`src/rtl/threshold2_udiv_seq.sv`:
```
// rtl/threshold2_udiv_seq.sv - radix-2 restoring sequential unsigned divider for the threshold2 path
//
// Recovers a normalised value from a scaled pixel-statistic product (e.g. sum/count).
// The divider produces one quotient bit per enabled cycle. It uses a valid/ready
// handshake on both the operand side and the result side.
//
// Ports:
//   clk        in   rising-edge clock
//   reset      in   synchronous active-high reset; takes priority over ce
//   ce         in   clock enable; low freezes all state and outputs
//   in_valid   in   dividend/divisor pair is valid
//   in_ready   out  divider is idle and can accept an operand pair
//   dividend   in   unsigned dividend  [DIVIDEND_WIDTH]
//   divisor    in   unsigned divisor   [DIVISOR_WIDTH]
//   out_valid  out  result is valid
//   out_ready  in   consumer accepts the result
//   quotient   out  unsigned quotient  [DIVIDEND_WIDTH]
//   remainder  out  unsigned remainder [DIVISOR_WIDTH]
//   div_zero   out  result came from a zero divisor

module threshold2_udiv_seq #(
    parameter int DIVIDEND_WIDTH = 21,
    parameter int DIVISOR_WIDTH  = 14
) (
    input  logic                      clk,
    input  logic                      reset,
    input  logic                      ce,
    input  logic                      in_valid,
    output logic                      in_ready,
    input  logic [DIVIDEND_WIDTH-1:0] dividend,
    input  logic [DIVISOR_WIDTH-1:0]  divisor,
    output logic                      out_valid,
    input  logic                      out_ready,
    output logic [DIVIDEND_WIDTH-1:0] quotient,
    output logic [DIVISOR_WIDTH-1:0]  remainder,
    output logic                      div_zero
);

    localparam int CW = (DIVIDEND_WIDTH > 1) ? $clog2(DIVIDEND_WIDTH) : 1;
    localparam logic [CW-1:0] CNT_INIT = CW'(DIVIDEND_WIDTH - 1);

    typedef enum logic [1:0] {
        S_IDLE = 2'd0,
        S_BUSY = 2'd1,
        S_DONE = 2'd2
    } state_t;

    state_t                    state_q;
    logic [CW-1:0]             cnt_q;
    // work_q starts as the dividend. Each step shifts its MSB out into the
    // partial remainder and shifts the new quotient bit in at the LSB. After
    // DIVIDEND_WIDTH steps, it holds the quotient.
    logic [DIVIDEND_WIDTH-1:0] work_q;
    logic [DIVISOR_WIDTH-1:0]  dvs_q;
    logic [DIVISOR_WIDTH-1:0]  rem_q;
    logic [DIVIDEND_WIDTH-1:0] quotient_q;
    logic [DIVISOR_WIDTH-1:0]  remainder_q;
    logic                      div_zero_q;

    logic [DIVISOR_WIDTH:0]    trial;
    logic                      fits;
    logic [DIVISOR_WIDTH-1:0]  diff;
    logic [DIVISOR_WIDTH-1:0]  rem_d;
    logic [DIVIDEND_WIDTH-1:0] work_d;

    // One restoring step. When the trial value fits, the true difference is
    // smaller than the divisor. That means the low DIVISOR_WIDTH bits of the
    // modular subtraction are exact.
    always_comb begin
        trial  = {rem_q, work_q[DIVIDEND_WIDTH-1]};
        fits   = (trial >= {1'b0, dvs_q});
        diff   = trial[DIVISOR_WIDTH-1:0] - dvs_q;
        rem_d  = fits ? diff : trial[DIVISOR_WIDTH-1:0];
        work_d = {work_q[DIVIDEND_WIDTH-2:0], fits};
    end

    always_ff @(posedge clk) begin
        if (reset) begin
            state_q     <= S_IDLE;
            cnt_q       <= '0;
            work_q      <= '0;
            dvs_q       <= '0;
            rem_q       <= '0;
            quotient_q  <= '0;
            remainder_q <= '0;
            div_zero_q  <= 1'b0;
        end else if (ce) begin
            case (state_q)
                S_IDLE: begin
                    if (in_valid) begin
                        dvs_q      <= divisor;
                        work_q     <= dividend;
                        rem_q      <= '0;
                        div_zero_q <= (divisor == '0);
                        if (divisor == '0) begin
                            // A zero divisor skips the iteration entirely.
                            quotient_q  <= '1;
                            remainder_q <= dividend[DIVISOR_WIDTH-1:0];
                            state_q     <= S_DONE;
                        end else begin
                            cnt_q   <= CNT_INIT;
                            state_q <= S_BUSY;
                        end
                    end
                end
                S_BUSY: begin
                    work_q <= work_d;
                    rem_q  <= rem_d;
                    cnt_q  <= cnt_q - 1'b1;
                    if (cnt_q == '0) begin
                        // The published result only changes here. While a
                        // division runs, the previous result stays visible.
                        quotient_q  <= work_d;
                        remainder_q <= rem_d;
                        state_q     <= S_DONE;
                    end
                end
                S_DONE: begin
                    // Return to IDLE only; a new accept needs a separate cycle.
                    if (out_ready) begin
                        state_q <= S_IDLE;
                    end
                end
                default: state_q <= S_IDLE;
            endcase
        end
    end

    assign in_ready  = (state_q == S_IDLE);
    assign out_valid = (state_q == S_DONE);
    assign quotient  = quotient_q;
    assign remainder = remainder_q;
    assign div_zero  = div_zero_q;

endmodule

```
`config.mk`:
```
export PLATFORM = sky130hd
export DESIGN_NAME = threshold2_udiv_seq
export DESIGN_NICKNAME = d
export VERILOG_FILES = /design/src/rtl/threshold2_udiv_seq.sv
export SDC_FILE = /design/constraint.sdc
export NUM_CORES = 1
export LEC_CHECK = 0
export BUFFER_PORTS_ARGS = -buffer_cell sky130_fd_sc_hd__buf_4
export CAP_MARGIN = 20
export CORE_MARGIN = 4
export CORE_UTILIZATION = 45
export CTS_BUF_LIST = sky130_fd_sc_hd__clkbuf_8 sky130_fd_sc_hd__clkbuf_16
export DETAILED_ROUTE_END_ITERATION = 8
export PLACE_DENSITY = 0.66
export SLEW_MARGIN = 20
export SYNTH_ARGS = -nofsm -noshare
export SYNTH_HDL_FRONTEND = slang
export SYNTH_SLANG_ARGS = --single-unit
```
`constraint.sdc`:
```
create_clock -name clk -period 2.8 [get_ports clk]
set_input_delay 0.42 -clock clk [delete_from_list [all_inputs] [get_ports clk]]
set_output_delay 0.42 -clock clk [all_outputs]
set_load 0.01 [all_outputs]
```
==> results of run 1 <==
## layer usage
| layer | part of all wire, % | up-vias |
|---|---|---|
| met3 | 4.1 | 10 |
| met2 | 48 | 99 |
| met4 | 0.99 | 0 |
| met1 | 47 | 2135 |
| met5 | 0 | - |
| li1 | - | 2260 |
## cell usage after synthesis (all sizes together) (7+ instances only)
| library cell | count | area share, % |
|---|---|---|
| buf | 20 | 2.6 |
| clkbuf | 21 | 1.6 |
| nor3 | 55 | 5.7 |
| inv | 25 | 1.9 |
| a311oi | 23 | 4.3 |
| o21ai | 20 | 2.2 |
| or3 | 14 | 1.8 |
| a211oi | 7 | 1.5 |
| nand3 | 17 | 1.8 |
| nor2 | 70 | 5.7 |
| dfxtp | 92 | 38 |
| xnor2 | 9 | 1.6 |
| ha | 17 | 4.4 |
| o211ai | 8 | 1.6 |
| nand2 | 97 | 7.9 |
| a21oi | 40 | 5.1 |
## worst max-delay path: cells and delay by family, from the launching register on
kind	cells	cell delay, ns
AOI/OAI and AO/OA	4	1.17
xor gates and xnor gates	1	0.16
adders and majority gates	2	0.56
buffers and inverters	2	0.15
DFF	1	0.32
muxes	1	0.11
## cell usage in the layout (no fill, tap or decap), drive strengths merged, types with 3 or more instances in the layout
| cell type | instances |
|---|---|
| nand2 | 97 |
| o21ai | 20 |
| a21oi | 40 |
| or3 | 14 |
| clkbuf | 9 |
| nand4 | 5 |
| a311oi | 23 |
| a32oi | 3 |
| inv | 29 |
| a31oi | 6 |
| o31ai | 5 |
| buf | 87 |
| nor3 | 55 |
| nand3 | 17 |
| a211oi | 7 |
| o211ai | 8 |
| mux2i | 5 |
| nand4b | 3 |
| xnor2 | 9 |
| xor2 | 3 |
| dfxtp | 92 |
| nor4 | 3 |
| ha | 17 |
| a21o | 3 |
| nor2 | 70 |
| o22ai | 3 |
## per-stage QoR
step	area, um2	hold WS, ns	total power, uW
3_5_place_dp	5450	0.448	2210
5_1_grt	5670	0.305	3330
6_report	5670	0.311	3160
4_1_cts	5670	0.294	3180
3_3_place_gp	5450	0.443	2200
2_1_floorplan	4820	0.436	2010
## sequential cells by signal (all words and copies together) (netlist names)
register and cells:
remainder 14, div_zero 1, work_q 21, rem_q 14, state_q 2, quotient 21
cnt_q 5, dvs_q 14
## where the power goes
group | internal, uW | switching [uW]
logic | 298 | 463
clock network | 437 | 532
registers | 1380 | 50.5
## path summary, 6_finish.rpt
check | startpoint | to | slack [ns]
setup / recovery | work_q[20] | remainder[12] | 0.23
hold / removal | divisor[5] | dvs_q[5] | 0.31
setup reg to reg | work_q[20] | remainder[12] | 0.23
hold reg to reg | dvs_q[10] | dvs_q[10] | 0.46
## area by class of cell
class,instances,area share [%]
clock buffer,9,2.18
clock inverter,7,1.61
inverter,25,1.66
multi-input combinational,447,47.3
sequential,92,32.5
tap,136,3.00
timing repair buffer,87,11.7
## cells by family (layout without fill, tap and decap cells)
family,count (synthesis),in the layout,synth area share (%)
AO/OA/AOI/OAI,135,135,21.0
XOR/XNOR,12,12,2.18
adder cells (fa/ha/maj),18,18,4.83
buffers and inverters,66,128,6.16
flip-flops,92,92,38.2
multiplexers,6,6,1.35
AND/OR/NAND/NOR,276,276,26.2
==> metrics.md, run 1 <==
| Metric | Value |
|---|---|
| Status | complete, no violations |
| Area grow syn2layout | 17.7% |
| Final wirelength | 13200 um |
| Initial Util | 46.4% |
| CTS tree | done |
| CTS Buf Count | 9 |
| DR WL/cell | 16.5 um |
| Synth Flop Type | dfxtp_1 |
| Met1 Usage GRT | 29.9% |
| Post-DP HPWL | 9660 um |
| Crit. End Element | register |
| Core area | 0.0104 mm2 |
| Ys Warns | 0 |
| Final Skew | 0.0168 ns |
| Register area share after synthesis | 38.2% |
| Number of cells on the worst hold path | 3 |
| # resized after CTS | 0 |
| R2R depth | 10 |
| Register clock-pin slew on the reported worst setup and hold paths | 0.10 ns |
| CP max FO | 4 |
| Via Count | 4504 |
| Root Buffer | clkbuf_8 |
| Area taken by multi-input logic gates | 0.00268 mm2 |
| Layout Utilization | 54.7% |
| Vias in the first global route | 4434 |
| Final period demand of the worst path | 2.57 ns |
| Die ar. | 0.0124 mm2 |
| Initial antenna violation count | 0 |
| Final cell count without fillers | 803 |
| Detailed-router iteration count before antenna repair | 5 |
| Detail Route Antenna Nets | 0 |
| Die Y-Extent | 111 um |
| RSZ-0062 raised after global routing | no |
| Worst setup margin | 0.233 ns |
| Setup violators final | 0 |
| Global route hottest layer | met2 |
| Net count after synthesis | 663 |
| Post-place setup slack | 0.267 ns |
| Pin count of the biggest net entering global routing | 50 |
| CP arrival | 2.82 ns |
| Slew headroom | 47.0% |
| Post-route DRC | 0 |
| GRT Overall Usage | 21.5% |
| Layout cell share with drive strength beyond 1 | 19.0% |
| GPL Wtd Cong | 0.884 |
| Pwr/cell area | 557 mW/mm2 |
| FF+latch area | 0.00184 mm2 |
| Initial drt markers | 296 |
| Crit path kind | reg2reg |
| Setup TNS | 0 ns |
| CP max stage delay | 0.40 ns |
| Post-CTS Setup Inserts | 0 |
| Hold_buf cts | 0 |
| Worst EP required | 3.05 ns |
| Final hold viol count | 0 |
| Clock Sinks | 92 |
| CP cell instances | inv_1 > ha_1 > inv_1 > fa_1 > a21oi_1 > o211ai_1 > a221oi_1 > xnor2_1 > mux2i_1 > a311oi_1 |
| Worst-skew pair later-pin latency | 0.36 ns |
| Gr ovfl total | 0 |
| Vias/cell | 5.61 |
| Crit share post-route | 91.7% |
| FP Rows | 37 |
| Met3 usage in global routing | 3.37% |
| Global Route met2 Usage | 35.2% |
| Startpoint type of the worst setup path | register |
| Slowest CP cell | fa_1 |
| Maximum VDD drop | 0.000249 V |
| Worst slew pin tran | 0.793 ns |
| F_max | 390 MHz |
| PortBufs | 77 |
| # IOs | 78 |
| LEAKAGE | 0.00224 uW |
| Mean post-synth cell area | 7.96 um2 |
| Ys async rst share | 0% |
| Synth cell types | 65 |
| First-pass GRT wire length | 22300 um |
| CTS H-tree depth | 3 |
| FF+latch count, synth | 92 |
| Synth Instances | 605 |
| FILL cells | 1017 |
| Fin. max-slew vios | 0 |
| EDFF count, synth | 0 |
| Most used cell, CP | inv_1 |
| Die X | 111 um |
| Deepest clock path buffer count | 2 |
| Placed Cells | 787 |
| MaxCap Viol Count | 0 |
| Number of antenna diodes | 0 |
| Nets | 720 |
| Synthesized area | 0.00482 mm2 |
| Worst hold path class | in2reg |
No activity file was read; power rests on OpenSTA's default activity.
==> run 2: changes to the inputs <==
- MAX_ROUTING_LAYER: unset -> met4
==> run 2 against run 1 <==
Design area down 0.13%; critical path depth shrank 2; combinational power is essentially flat; worst setup slack better by 0.011 ns; hold slack worse by 0.0021 ns; clock power shrank 7.7%; largest cell class unchanged.
==> metrics.md, run 2 (synthesis gave the netlist of run 1 again) <==
| Metric | Value |
|---|---|
| RR Endpoint | remainder[0] |
| Maximum VDD drop | 0.000328 V (+32%) |
| CP max stage delay | 0.48 ns (+0.08 ns) |
| Die X | 111 um (unchanged) |
| Post-CTS Setup Inserts | 0 (unchanged) |
| Startpoint type of the worst setup path | register |
| Die Y-Extent | 111 um (unchanged) |
| Number of antenna diodes | 0 (unchanged) |
| Setup TNS | 0 ns (unchanged) |
| Detail Route Antenna Nets | 0 (unchanged) |
| Worst EP required | 3.10 ns (+0.05 ns) |
| GRT Overall Usage | 22.5% (+1.0 points) |
| FP Rows | 37 (unchanged) |
| Slew headroom | 45.8% (-1.2 points) |
| CTS tree | done |
| Vias in the first global route | 4432 (-0.045%) |
| Die ar. | 0.0124 mm2 (unchanged) |
| Crit. End Element | register |
| Core area | 0.0104 mm2 (unchanged) |
| First-pass GRT wire length | 22300 um (+0.16%) |
| Post-route DRC | 0 (unchanged) |
| Commonest non-fill, non-tap cells in the layout | 95 x nand2_1, 92 x dfxtp_1, 88 x buf_4 |
| Initial antenna violation count | 0 (unchanged) |
| Crit share post-route | 91.3% (-0.40 points) |
| Final Skew | 0.00724 ns (-0.00952 ns) |
| Switch share | 31.7% (-1.4 points) |
| Worst slew pin tran | 0.811 ns (+0.0177 ns) |
| Root Buffer | clkbuf_8 |
| Layout Utilization | 54.6% (-0.072 points) |
| CTS H-tree depth | 3 (unchanged) |
| Number of cells on the worst hold path | 3 (unchanged) |
| Via Count | 4651 (+3.3%) |
| Hold_buf cts | 0 (unchanged) |
| Setup violators final | 0 (unchanged) |
| Pin count of the biggest net entering global routing | 50 (unchanged) |
| Hold_ws | 0.309 ns (-0.00212 ns) |
| # resized after CTS | 0 (unchanged) |
| Combinational Power Share | 24.6% (+0.5 points) |
| Nets | 722 (+0.28%) |
| GPL Wtd Cong | 0.918 (+3.8%) |
| Internal | 2100 uW (-0.34%) |
| FF+latch area | 0.00184 mm2 (unchanged) |
| Crit. Startpoint | dvs_q[10] |
| Vias/cell | 5.78 (+3.1%) |
| Worst hold path class | in2reg |
| F_max | 391 MHz (+0.44%) |
| Post-DP HPWL | 9940 um (+2.9%) |
| Most common cell after layout, fill and taps aside | nand2_1 |
| Clock network power share | 29.0% (-1.7 points) |
| Crit path to | remainder[0] |
| Sw Pwr | 975 uW (-6.7%) |
| FILL cells | 1008 (-0.88%) |
| Detailed-router iteration count before antenna repair | 5 (unchanged) |
| Deepest clock path buffer count | 2 (unchanged) |
| DR WL/cell | 16.8 um (+1.8%) |
| Clock Sinks | 92 (unchanged) |
| CP cell instances | inv_1 > ha_1 > a21oi_4 > o211ai_2 > a211oi_4 > nand2_4 > mux2_4 > a211oi_2 |
| LEAKAGE | 0.00225 uW (+0.47%) |
| R2R depth | 8 (-2) |
| RSZ-0062 raised after global routing | no |
| Flop pwr share | 46.4% (+1.2 points) |
| MaxCap Viol Count | 0 (unchanged) |
| Area grow syn2layout | 17.6% |
| Slowest CP cell | a211oi_4 |
| Layout cell share with drive strength beyond 1 | 18.9% (-0.18 points) |
| Worst-skew pair later-pin latency | 0.37 ns (about the same) |
| Initial drt markers | 311 (+5.1%) |
| CP max FO | 13 (+9) |
| Register clock-pin slew on the reported worst setup and hold paths | 0.09 ns (about the same) |
| Fin. max-slew vios | 0 (unchanged) |
| Reg2reg start | dvs_q[10] |
| CTS Buf Count | 9 (unchanged) |
| Final period demand of the worst path | 2.56 ns (-0.0113 ns) |
| Final wirelength | 13500 um (+1.9%) |
| # IOs | 78 (unchanged) |
| Pwr/cell area | 544 mW/mm2 (-2.3%) |
| Crit path kind | reg2reg |
| Flop-to-flop setup slack | 0.24 ns (about the same) |
| CP arrival | 2.85 ns (+0.03 ns) |
| Initial Util | 46.4% (unchanged) |
| Final hold viol count | 0 (unchanged) |
| Area taken by multi-input logic gates | 0.00268 mm2 (unchanged) |
| Status | complete, no violations |
| Gr ovfl total | 0 (unchanged) |
| PortBufs | 77 (unchanged) |
run 2: worst min path at each step:
stage                startpoint   endpoint  slack, ns
finish               divisor[3]   dvs_q[3]       0.31
global route        divisor[13]  dvs_q[13]       0.31
CTS                  divisor[3]   dvs_q[3]       0.30
detailed placement     dvs_q[8]   dvs_q[8]       0.45
global placement       dvs_q[3]   dvs_q[3]       0.45
floorplan             dvs_q[10]  dvs_q[10]       0.44
run 2: layer usage:
metal  vias up  wire, um  track usage [%]
met5         -         0                -
li1       2271         -                -
met3        30       647             4.18
met2       143      6360             35.5
met1      2207      6120             29.0
met4         0       369             8.03
run 2: worst max-delay path: cells and delay by family (launching register included):
family                   cells  cell delay [ns]
adder cells (fa/ha/maj)      1             0.40
AND/OR/NAND/NOR              1             0.24
flip-flops                   1             0.34
AO/OA/AOI/OAI                4             1.10
multiplexers                 1             0.36
buffers and inverters        1             0.05
run 2: power groups by stage:
stage,logic (uW),clock network [uW],registers [uW]
2_1_floorplan,556,0,1450
3_3_place_gp,749,0,1460
3_5_place_dp,757,0,1460
4_1_cts,759,916,1430
5_1_grt,843,966,1440
6_report,758,893,1430
run 2: stage by stage:
step                instances  area (um2)  setup slack, ns  total power (uW)
finish                    804        5660            0.244              3080
global route              804        5660           0.0304              3250
CTS                       804        5660            0.244              3100
detailed placement        789        5470            0.257              2220
global placement          789        5470            0.295              2200
floorplan                 605        4820            0.619              2010
run 2: layout make-up:
cell class / instances / share of cell area, %
multi-input cells: 447 / 47.4
flip-flops and latches: 92 / 32.5
repair buffers: 89 / 12.0
well taps: 136 / 3.01
clock buffers: 10 / 2.43
inverters: 25 / 1.66
clock inverters: 5 / 0.972
